$ cat config.mk
export PLATFORM = sky130hd
export DESIGN_NAME = ysyx_220053_if_id_queue
export DESIGN_NICKNAME = d
export VERILOG_FILES = /design/src/rtl/ysyx_220053_if_id_queue_pkg.sv /design/src/rtl/ysyx_220053_ifq_ram.sv /design/src/rtl/ysyx_220053_if_id_queue.sv
export SDC_FILE = /design/constraint.sdc
export NUM_CORES = 1
export LEC_CHECK = 0
export ABC_AREA = 1
export ABC_CLOCK_PERIOD_IN_PS = 9100
export BUFFER_PORTS_ARGS = -buffer_cell sky130_fd_sc_hd__buf_4
export CORE_AREA = 4 4 177 179
export DETAILED_ROUTE_END_ITERATION = 8
export DIE_AREA = 0 0 181 183
export GPL_ROUTABILITY_DRIVEN = 0
export PLACE_DENSITY = 0.4
export SKIP_CTS_REPAIR_TIMING = 1
export SLEW_MARGIN = 10
export SYNTH_ARGS = -nofsm -noshare
export SYNTH_HDL_FRONTEND = slang
export SYNTH_SLANG_ARGS = --single-unit
$ cat constraint.sdc
create_clock -name clk -period 9.1 [get_ports clk]
set_clock_uncertainty 0.15 [all_clocks]
set_input_delay 0.91 -clock clk [delete_from_list [all_inputs] [get_ports clk]]
set_output_delay 0.91 -clock clk [all_outputs]
set_load 0.02 [all_outputs]
$ cat src/rtl/ysyx_220053_if_id_queue_pkg.sv
// Shared widths and constants for the fetch-to-decode instruction queue.
// RESET_PC is the boot address that fetch starts from after reset.
package ysyx_220053_if_id_queue_pkg;

  localparam int XLEN = 64;
  localparam int ILEN = 32;
  localparam logic [63:0] RESET_PC = 64'h0000_0000_8000_0000;

endpackage

$ cat src/rtl/ysyx_220053_ifq_ram.sv
// Entry storage for the instruction queue.
// It has one synchronous write port and one asynchronous read port, and the array is never reset.
module ysyx_220053_ifq_ram #(
  parameter int DEPTH = 2,
  parameter int W     = 96
) (
  input  logic                     clk,
  input  logic                     i_we,
  input  logic [$clog2(DEPTH)-1:0] i_waddr,
  input  logic [W-1:0]             i_wdata,
  input  logic [$clog2(DEPTH)-1:0] i_raddr,
  output logic [W-1:0]             o_rdata
);

  logic [W-1:0] r_mem [DEPTH];

  always_ff @(posedge clk) begin
    if (i_we) r_mem[i_waddr] <= i_wdata;
  end

  assign o_rdata = r_mem[i_raddr];

endmodule

$ cat src/rtl/ysyx_220053_if_id_queue.sv
// Instruction queue between fetch and decode. It holds {pc, instr} pairs and is emptied by a redirect flush.
// Handshake: a side transfers at the posedge when its valid and ready are both high; out_valid/in_ready never depend on the opposite side.
module ysyx_220053_if_id_queue
  import ysyx_220053_if_id_queue_pkg::*;
#(
  parameter int DEPTH = 2,
  parameter int XW    = XLEN,
  parameter int IW    = ILEN
) (
  input  logic                       clk,
  input  logic                       rst,
  input  logic                       in_valid,
  output logic                       in_ready,
  input  logic [XW-1:0]              in_pc,
  input  logic [IW-1:0]              in_instr,
  output logic                       out_valid,
  input  logic                       out_ready,
  output logic [XW-1:0]              out_pc,
  output logic [IW-1:0]              out_instr,
  input  logic                       flush,
  output logic [$clog2(DEPTH):0]     count
);

  localparam int AW = $clog2(DEPTH);
  localparam int PW = AW + 1;

  logic [PW-1:0] r_wr_ptr;
  logic [PW-1:0] r_rd_ptr;
  logic [PW-1:0] r_count;
  logic          w_push;
  logic          w_pop;
  logic          w_full;
  logic          w_empty;

  // The pointer MSB is a wrap bit, so equal slots mean full when the laps differ.
  assign w_full  = (r_wr_ptr[AW-1:0] == r_rd_ptr[AW-1:0]) && (r_wr_ptr[AW] != r_rd_ptr[AW]);
  assign w_empty = (r_wr_ptr == r_rd_ptr);

  assign in_ready  = !rst && (r_count != PW'(DEPTH));
  assign out_valid = (r_count != '0);
  assign count     = r_count;
  assign w_push    = in_valid && in_ready;
  assign w_pop     = out_valid && out_ready;

  ysyx_220053_ifq_ram #(
    .DEPTH (DEPTH),
    .W     (XW + IW)
  ) u_ram (
    .clk     (clk),
    .i_we    (w_push && !flush),
    .i_waddr (r_wr_ptr[AW-1:0]),
    .i_wdata ({in_pc, in_instr}),
    .i_raddr (r_rd_ptr[AW-1:0]),
    .o_rdata ({out_pc, out_instr})
  );

  always_ff @(posedge clk) begin
    if (rst) begin
      r_wr_ptr <= '0;
      r_rd_ptr <= '0;
      r_count  <= '0;
    end else if (flush) begin
      // Drop everything, including any same-cycle push or pop.
      r_rd_ptr <= r_wr_ptr;
      r_count  <= '0;
    end else begin
      if (w_push) r_wr_ptr <= r_wr_ptr + PW'(1);
      if (w_pop)  r_rd_ptr <= r_rd_ptr + PW'(1);
      case ({w_push, w_pop})
        2'b10:   r_count <= r_count + PW'(1);
        2'b01:   r_count <= r_count - PW'(1);
        default: r_count <= r_count;
      endcase
    end
  end

  always @(posedge clk) begin
    if (!rst) begin
      assert (!(w_push && r_count == PW'(DEPTH))) else $error("push while full");
      assert (!(w_pop && r_count == '0)) else $error("pop while empty");
      assert (r_count == PW'(r_wr_ptr - r_rd_ptr)) else $error("count/pointer disagreement");
      assert (w_full == (r_count == PW'(DEPTH))) else $error("full flag disagreement");
      assert (w_empty == (r_count == '0)) else $error("empty flag disagreement");
    end
  end

endmodule
==> results of run 1 <==
-- final cells by class --
cell class | instances | area share [%]
clock buffer | 18 | 4.34
clock inverter | 14 | 1.66
inverter | 7 | 0.266
multi-input combinational | 123 | 13.9
sequential | 197 | 59.3
tap | 390 | 4.93
timing repair buffer | 205 | 15.6
-- Yosys cell counts --
master    number
nand4_1        1
inv_1          7
nand3b_1       1
mux2_2        56
edfxtp_1     192
buf_6          1
mux2_4        40
nand2_1       10
a21oi_1        3
ha_1           1
xor2_1         1
nor3_1         1
buf_2          5
nor2_1         7
buf_12         4
buf_8          1
nand3_1        2
dfxtp_1        5
-- path summary, 6_finish.rpt --
kind	startpoint	end	slack, ns	depth (start not counted)
hold / removal	r_rd_ptr[0]$_SDFFE_PP0P_	flip-flop	0.41	4
setup / recovery	flip-flop	out_instr[18]	5.38	3
setup reg to reg	count[0]$_SDFFE_PP0P_	u_ram.r_mem[0][35]$_DFFE_PP_	6.32	6
hold reg to reg	r_rd_ptr[0]$_SDFFE_PP0P_	flip-flop	0.41	4
-- report_power, final --
| group | switching [mW] | internal (mW) |
|---|---|---|
| logic | 0.0832 | 0.0909 |
| clock network | 0.356 | 0.394 |
| registers | 0.0105 | 1.01 |
-- cells in the final DEF (no fill, tap or decap) --
cell / netlist / layout
nor2_1: 7 / 5
xor2_1: 1 / 1
ha_1: 1 / 1
nand3b_1: 1 / 1
clkbuf_16: 0 / 17
nor2_4: 0 / 2
clkinv_2: 0 / 1
a21oi_1: 3 / 3
inv_1: 7 / 7
clkinvlp_4: 0 / 1
dfxtp_1: 5 / 4
nand2_1: 10 / 10
inv_8: 0 / 4
mux2_4: 40 / 40
clkinv_4: 0 / 1
clkinv_8: 0 / 2
dfxtp_4: 0 / 1
edfxtp_1: 192 / 192
inv_6: 0 / 4
nand4_1: 1 / 1
buf_4: 0 / 205
mux2_2: 56 / 56
clkbuf_1: 0 / 1
nor3_1: 1 / 1
bufinv_16: 0 / 1
nand3_1: 2 / 2
-- logic make-up (layout without fill, tap and decap cells) --
group	after synthesis	count (layout)	share of synthesized area, %
adder cells (fa/ha/maj)	1	1	0.169
AND/OR/NAND/NOR	22	22	1.25
XOR/XNOR	1	1	0.119
AO/OA/AOI/OAI	3	3	0.203
buffers and inverters	18	244	2.14
multiplexers	96	96	16.7
flip-flops	197	197	79.4
-- per-layer routing --
| metal | vias to the layer above | wire [microns] | global-route usage, % |
|---|---|---|---|
| met3 | 6 | 1270 | 3.97 |
| met1 | 1892 | 6830 | 11.5 |
| met4 | 0 | 118 | 2.52 |
| met2 | 120 | 7990 | 15.8 |
| met5 | - | 0 | 0 |
| li1 | 1742 | - | - |
-- registers in the layout (all words and copies together) (netlist names), named ones only --
name	count
u_ram.r_mem	192
count	2
r_rd_ptr	1
r_wr_ptr	1
-- worst reg2reg max path, stage by stage, from the launching register on --
cell     delay (ns)
dfxtp_1        0.42
inv_1          0.09
nand2_1        0.07
nand4_1        0.22
nor2_4         0.14
buf_4          0.59
buf_4          0.67
==> flow_summary_export.csv, run 1 <==
group,metric,value,unit
run_status,status,"completed",
drt,viasPerCell,3.94,
clock_network,cts_max_level,4,
floorplanning,core_area,29600,sq um
global_route,grt_pass1_wl,23900,microns
critical_path,slowest_delay,0.86,ns
drt,wl,16200,microns
timing,post-route-period-util,40.9,%
layout,multi_input_area,1380,sq um
critical_path,critPathKind,"flip-flop to output pin",
critical_path,cp_cell_sequence,"buf_4, mux2_2, buf_4",
global_route,grt_pass1_vias,4046,
synthesis,synth_top_area_cell,"edfxtp_1",
synthesis,avgSynthCellArea,21.8,sq um
critical_path,cp.arrival,2.66,ns
layout,fin_area,9890,sq um
clock_network,cts_made_buffers,17,
critical_path,cp_slowest_cell,"dfxtp_4",
power_and_ir_drop,ir_drop,0.0839,mV
drt,drc,0,
synthesis,synthCells,338,
critical_path,crit_top_cell,"buf_4",
timing,fin_crit,3.72,ns
global_route,antenna_found_initial,0,
floorplanning,initial_utilization,25.0,%
critical_path,critical_path_buf_inv_count,2,
layout,seqCellArea,5870,sq um
timing,maxSlewViolCount,0,
drt,dr.pass1.iters,4,
drt,wl_per_cell,17.0,microns
drt,postRouteAntennaNets,0,
floorplanning,dieArea,33100,sq um
timing,holdWs,0.415,ns
worst_hold_path,hp-class,"flip-flop to flip-flop",
place,place_inst,922,
critical_path,start_kind,"flip-flop",
timing,tightest_slew,0.832,ns
layout,layout-drive-gt1-share,59.4,%
critical_path,critPathRequiredTime,8.04,ns
clock_network,cts_tree,"yes",
timing,fin_ws,5.38,ns
clock_network,path_clk_slew,0.08,ns
global_route,grt_max_degree,53,
critical_path,end_kind,"output pin",
floorplanning,io_pins,201,
power_and_ir_drop,cellLeakagePower,3.65,nW
flow_run,max_cap_viol_count,0,
floorplanning,die_h,183,microns
layout,nets,653,
floorplanning,rows,63,
clock_network,clock_latency,0.42,ns
place,place_area,9300,sq um
timing,max_slew_margin,44.5,%
drt,drtIter0Drc,143,
floorplanning,die_x,181,microns
synthesis,ys_seq_elements,197,
synthesis,netlist_area,7380,sq um
global_route,gr-total-overflow,0,
drt,vias,3760,
place,dp.final_hpwl,10800,microns
timing,fmax,269,MHz
layout,fin_cells,954,
timing,tns,0,ns
synthesis,yosys-top-cells-area,"edfxtp_1 78%, mux2_2 8.5%, mux2_4 8.1%",
global_route,grt_use_total,9.50,%
layout,utilization,33.5,%
synthesis,yosys_warnings,0,
power_and_ir_drop,p_per_area,197,nW/um^2
clock_network,numClockSinks,197,
layout,n_fill_cell,2904,
synthesis,synth_nets,440,
place,place_ws,5.68,ns
place,io_buffer_count,200,
timing,finalSetupViolCount,0,
synthesis,synth_top_area_share,78.1,%
timing,rsz0062_at_grt,"no",
synthesis,seq_area_frac_synth,79.4,%
layout,diodes,0,
clock_network,clockBufferDepth,2,
critical_path,critPathTopFamily,"buffers and inverters",
power_and_ir_drop,p_total,1.95,mW
clock_network,cts_root_buffer,"clkbuf_16",
timing,hold_viol_final,0,
synthesis,ys_types,18,
layout,syn_to_final_growth,34.0,%
critical_path,critPathMaxFanout,51,
Power figures use the tool's default switching activity.
==> inputs of run 2 (changes only) <==
--- a/config.mk
+++ b/config.mk
@@ -6,7 +6,7 @@
 export NUM_CORES = 1
 export LEC_CHECK = 0
 export ABC_AREA = 1
-export ABC_CLOCK_PERIOD_IN_PS = 9100
+export ABC_CLOCK_PERIOD_IN_PS = 3700
 export BUFFER_PORTS_ARGS = -buffer_cell sky130_fd_sc_hd__buf_4
 export CORE_AREA = 4 4 177 179
 export DETAILED_ROUTE_END_ITERATION = 8
==> constraint.sdc (replaced) <==
create_clock -name clk -period 3.7 [get_ports clk]
set_clock_uncertainty 0.15 [all_clocks]
set_input_delay 0.37 -clock clk [delete_from_list [all_inputs] [get_ports clk]]
set_output_delay 0.37 -clock clk [all_outputs]
set_load 0.02 [all_outputs]
==> run 2 against run 1 <==
Against the previous run: cell area rose by 9.8%; critical path depth unchanged; sequential cell count is the same; count of clock-buffer cells in the layout unchanged; via count up 8.6%; die area unchanged; register-to-register slack worse by 4.8 ns; core utilization increased by 3.3 points; first-iteration DRC count down 14%; worst hold slack worse by 0.33 ns; critical path type unchanged.
==> flow_summary_export.csv, run 2 (synthesis results as in run 1) <==
group,metric,value,unit
power_and_ir_drop,p_per_area,444,nW/um^2
layout,diodes,0,
critical_path,worst-r2r-cell-count,7,
drt,top_layer,"met4",
power_and_ir_drop,swShare,23.5,%
timing,max_slew_margin,48.5,%
critical_path,rr_startpoint,"count[0]$_SDFFE_PP0P_",
power_and_ir_drop,p_total,4.82,mW
drt,wl_per_cell,15.4,microns
drt,drtIter0Drc,123,
worst_hold_path,min_path_cells,4,
global_route,grt_pass1_wl,23900,microns
clock_network,cts_made_buffers,17,
timing,tightest_slew,0.773,ns
layout,nets,752,
critical_path,worstReg2RegEnd,"count[0]$_SDFFE_PP0P_",
drt,drc,0,
place,io_buffer_count,200,
clock_network,cts_tree,"yes",
place,dp.final_hpwl,10700,microns
critical_path,critical_path_buf_inv_count,2,
critical_path,critPathMaxFanout,27,
worst_hold_path,hp-class,"input pin to flip-flop",
drt,met2_length,7920,microns
drt,vias,4083,
place,place_area,9320,sq um
layout,fin_area,10900,sq um
timing,fin_crit,2.54,ns
floorplanning,rows,63,
worst_hold_path,hold_start,"rst",
power_and_ir_drop,ir_drop,0.249,mV
critical_path,critPathKind,"flip-flop to output pin",
timing,holdWs,0.0825,ns
power_and_ir_drop,power.switching,1.13,mW
run_status,status,"completed",
layout,largest-register,"u_ram.r_mem",
floorplanning,core_area,29600,sq um
floorplanning,dieArea,33100,sq um
drt,met1_length,6990,microns
drt,dr.pass1.iters,5,
global_route,grt_use_total,9.46,%
power_and_ir_drop,p_int,3.69,mW
critical_path,start_kind,"flip-flop",
floorplanning,die_h,183,microns
critical_path,critPathTopFamily,"buffers and inverters",
critical_path,reg2reg_slack,1.53,ns
clock_network,cts_max_level,4,
clock_network,cts_root_buffer,"clkbuf_16",
flow_run,max_cap_viol_count,0,
global_route,antenna_found_initial,0,
power_and_ir_drop,cellLeakagePower,4.06,nW
critical_path,crit_top_cell,"buf_4",
power_and_ir_drop,power_frac_comb,10.9,%
clock_network,clockBufferDepth,2,
critical_path,cp.arrival,2.02,ns
layout,layout-drive-gt1-share,50.5,%
floorplanning,io_pins,201,
timing,tns,0,ns
drt,viasPerCell,3.88,
floorplanning,initial_utilization,25.0,%
timing,finalSetupViolCount,0,
critical_path,slowest_delay,0.55,ns
worst_hold_path,hold_end,"count[1]$_SDFFE_PP0P_",
layout,syn_to_final_growth,47.1,%
timing,post-route-period-util,68.7,%
layout,layout_common_cells,"205 x buf_4, 192 x edfxtp_1, 98 x dlygate4sd3_1, 56 x mux2_2, 40 x mux2_4",
timing,fmax,393,MHz
timing,hold_viol_final,0,
power_and_ir_drop,power_frac_seq,52.1,%
critical_path,end_kind,"output pin",
power_and_ir_drop,p_clk_share,37.1,%
floorplanning,die_x,181,microns
drt,postRouteAntennaNets,0,
layout,utilization,36.8,%
layout,largest_reg_flops,192,
clock_network,clock_latency,0.42,ns
layout,layout_commonest_cell,"buf_4",
critical_path,cp_slowest_cell,"dfxtp_4",
drt,wl,16200,microns
clock_network,numClockSinks,197,
drt,dr_wl_met3,1140,microns
timing,maxSlewViolCount,0,
global_route,gr-total-overflow,0,
global_route,grt_pass1_vias,4143,
critical_path,cp_cell_sequence,"buf_4, mux2_2, buf_4",
clock_network,path_clk_slew,0.08,ns
critical_path,critPathRequiredTime,3.18,ns
timing,rsz0062_at_grt,"no",
global_route,grt_max_degree,54,
-- run 2: how the worst max path moves through the flow --
| stage | start | to | slack [ns] | depth (start not counted) |
|---|---|---|---|---|
| after floorplan | count[0]$_SDFFE_PP0P_ | u_ram.r_mem[1][0]$_DFFE_PP_ | -0.23 | 4 |
| after global placement | flush | u_ram.r_mem[0][31]$_DFFE_PP_ | 1.54 | 5 |
| after detailed placement | flush | u_ram.r_mem[1][60]$_DFFE_PP_ | 1.51 | 5 |
| after CTS | flip-flop | out_pc[46] | 1.07 | 3 |
| after global routing | flip-flop | out_pc[46] | 1.02 | 3 |
| final | flip-flop | out_pc[46] | 1.16 | 3 |
-- run 2: layout make-up --
type | count | area, sq um
Sequential cell | 197 | 5870
Clock inverter | 14 | 136
Fill cell | 2825 | 18700
Multi-Input combinational cell | 123 | 1380
Clock buffer | 18 | 429
Inverter | 7 | 26.3
Timing Repair Buffer | 304 | 2540
Tap cell | 390 | 488
-- run 2: stage by stage --
step	setup WS [ns]	std cells
global placement	1.54	923
global route	1.02	1053
finish	1.16	1053
CTS	1.07	955
detailed placement	1.51	923
floorplan	-0.229	338
-- run 2: worst min-delay path: stages --
cell and delay (ns):
buf_4 0.10, nor2_1 0.05, nand2_1 0.06, nor2_1 0.03
-- run 2: power by group through the flow --
| stage | Sequential [mW] | Combinational, mW | Clock (mW) |
|---|---|---|---|
| finish | 2.51 | 0.524 | 1.79 |
| global route | 2.51 | 0.563 | 1.95 |
| CTS | 2.51 | 0.449 | 1.87 |
| detailed placement | 2.56 | 0.448 | 0 |
| global placement | 2.56 | 0.443 | 0 |
| floorplan | 2.56 | 0.235 | 0 |
-- run 2: per-layer routing --
| layer | GRT usage, % | vias up |
|---|---|---|
| met5 | 0 | - |
| met4 | 2.61 | 0 |
| met3 | 4.09 | 5 |
| met2 | 15.8 | 129 |
| met1 | 11.3 | 2006 |
| li1 | - | 1943 |
==> inputs of run 3 (changes only) <==
--- a/config.mk
+++ b/config.mk
@@ -6,7 +6,7 @@
 export NUM_CORES = 1
 export LEC_CHECK = 0
 export ABC_AREA = 1
-export ABC_CLOCK_PERIOD_IN_PS = 3700
+export ABC_CLOCK_PERIOD_IN_PS = 2600
 export BUFFER_PORTS_ARGS = -buffer_cell sky130_fd_sc_hd__buf_4
 export CORE_AREA = 4 4 177 179
 export DETAILED_ROUTE_END_ITERATION = 8
==> constraint.sdc (replaced) <==
create_clock -name clk -period 2.6 [get_ports clk]
set_clock_uncertainty 0.15 [all_clocks]
set_input_delay 0.26 -clock clk [delete_from_list [all_inputs] [get_ports clk]]
set_output_delay 0.26 -clock clk [all_outputs]
set_load 0.02 [all_outputs]
==> run 3 against run 2 <==
Against the previous run: count of clock-buffer cells in the layout is the same; cell area rose by 1.1%; wire length is 1.5% higher; cell count increased by 0.19%; register-to-register slack got worse by 0.96 ns; die area is the same; sequential cell count stayed put; sequential share of layout area down 0.53 points; global-route usage barely moved; critical path depth did not move; core utilization up 0.39 points; worst hold slack improved by 0.032 ns; critical endpoint is now out_pc[48]; largest cell class unchanged.
==> flow_summary_export.csv, run 3 (synthesis results as in run 1) <==
group,metric,value,unit
run_status,status,"completed",
timing,max_slew_margin,76.8,%
critical_path,cp_cell_sequence,"buf_4, mux2_2, buf_4",
layout,diodes,0,
critical_path,cp_slowest_cell,"dfxtp_4",
flow_run,max_cap_viol_count,0,
timing,rsz0062_at_grt,"no",
global_route,grt_pass1_wl,24000,microns
layout,nets,754,
layout,n_fill_cell,2800,
layout,syn_to_final_growth,48.7,%
layout,seqCellArea,5870,sq um
layout,layout-drive-gt1-share,51.0,%
critical_path,critPathTopFamily,"buffers and inverters",
layout,multi_input_area,1380,sq um
layout,fin_cells,1055,
layout,layout_commonest_cell,"buf_4",
drt,viasPerCell,3.91,
critical_path,end_kind,"output pin",
timing,finalSetupViolCount,0,
clock_network,cts_root_buffer,"clkbuf_16",
floorplanning,core_area,29600,sq um
timing,post-route-period-util,84.4,%
floorplanning,die_h,183,microns
drt,drtIter0Drc,160,
layout,fin_area,11000,sq um
worst_hold_path,hp-class,"input pin to flip-flop",
drt,vias,4120,
global_route,grt_pass1_vias,4128,
floorplanning,die_x,181,microns
global_route,grt_use_total,9.47,%
critical_path,critPathKind,"flip-flop to output pin",
power_and_ir_drop,p_per_area,634,nW/um^2
floorplanning,dieArea,33100,sq um
place,dp.final_hpwl,10900,microns
timing,hold_viol_final,0,
critical_path,cp.arrival,1.78,ns
global_route,gr-total-overflow,0,
place,place_inst,924,
drt,wl,16400,microns
clock_network,cts_tree,"yes",
critical_path,critical_path_buf_inv_count,2,
global_route,grt_max_degree,51,
clock_network,numClockSinks,197,
drt,postRouteAntennaNets,0,
critical_path,slowest_delay,0.44,ns
critical_path,critPathMaxFanout,23,
timing,fmax,456,MHz
critical_path,start_kind,"flip-flop",
global_route,antenna_found_initial,0,
floorplanning,io_pins,201,
timing,fin_crit,2.19,ns
timing,tns,0,ns
layout,layout_common_cells,"201 x buf_4, 192 x edfxtp_1, 99 x dlygate4sd3_1, 56 x mux2_2, 40 x mux2_4",
floorplanning,rows,63,
critical_path,critPathRequiredTime,2.19,ns
drt,wl_per_cell,15.6,microns
clock_network,cts_max_level,4,
drt,drc,0,
timing,maxSlewViolCount,0,
drt,dr.pass1.iters,4,
layout,largest-register,"u_ram.r_mem",
floorplanning,initial_utilization,25.0,%
place,place_area,9390,sq um
power_and_ir_drop,ir_drop,0.361,mV
timing,tightest_slew,0.348,ns
power_and_ir_drop,p_total,6.97,mW
clock_network,clock_latency,0.43,ns
critical_path,crit_top_cell,"buf_4",
power_and_ir_drop,cellLeakagePower,4.09,nW
clock_network,clockBufferDepth,2,
clock_network,cts_made_buffers,17,
place,io_buffer_count,200,
clock_network,path_clk_slew,0.07,ns
layout,largest_reg_flops,192,
-- run 3: cell count changes in the layout (fill, tap and decap cells not counted), moves of 2 or more --
cell / change
dfxtp_1: -2
clkinv_4: +2
buf_12: +5
inv_6: -4
buf_4: -4
-- run 3: worst register-to-register path, cell delays in order (launching register included) --
cell,delay (ns)
dfxtp_4,0.38
inv_2,0.05
a21oi_1,0.18
nand2_1,0.08
ha_1,0.31
xor2_1,0.15
nor3_1,0.12
dlygate4sd3_1,0.56
-- run 3: per-layer routing --
layer | track usage, % | vias up | wire length, microns
met3 | 4.44 | 9 | 1220
met1 | 11.1 | 2035 | 6900
met2 | 15.5 | 131 | 8130
li1 | - | 1945 | -
met5 | 0 | - | 0
met4 | 2.97 | 0 | 180
-- run 3: layout make-up --
type | count | share of cell area (%)
clock buffer | 18 | 3.91
inverter | 7 | 0.239
clock inverter | 14 | 1.53
multi-input combinational | 123 | 12.5
timing repair buffer | 306 | 23.9
tap | 390 | 4.44
sequential | 197 | 53.5
-- run 3: stage by stage --
stage                     setup slack (ns)  utilization, %  hold WS [ns]
after global placement               0.825            31.8         0.295
final                                0.406            37.1         0.115
after floorplan                     -0.177               -         0.177
after CTS                            0.364            33.8        -0.167
after global routing                 0.309            37.1         0.123
after detailed placement             0.803            31.8         0.297
-- run 3: final timing paths --
| check | startpoint | end | slack [ns] | depth (start not counted) |
|---|---|---|---|---|
| worst max register to register | count[0]$_SDFFE_PP0P_ | count[0]$_SDFFE_PP0P_ | 0.57 | 7 |
| worst min register to register | count[1]$_SDFFE_PP0P_ | count[1]$_SDFFE_PP0P_ | 0.40 | 2 |
| worst min-delay path | out_ready | r_rd_ptr[0]$_SDFFE_PP0P_ | 0.11 | 5 |
| worst max-delay path | flip-flop | out_pc[48] | 0.41 | 3 |
-- run 3: report_power, final --
group	leakage [nW]	switching (mW)	total [mW]	internal, mW
Clock	0.287	1.26	2.64	1.38
Sequential	1.79	0.0194	3.57	3.55
Combinational	2.02	0.335	0.760	0.425
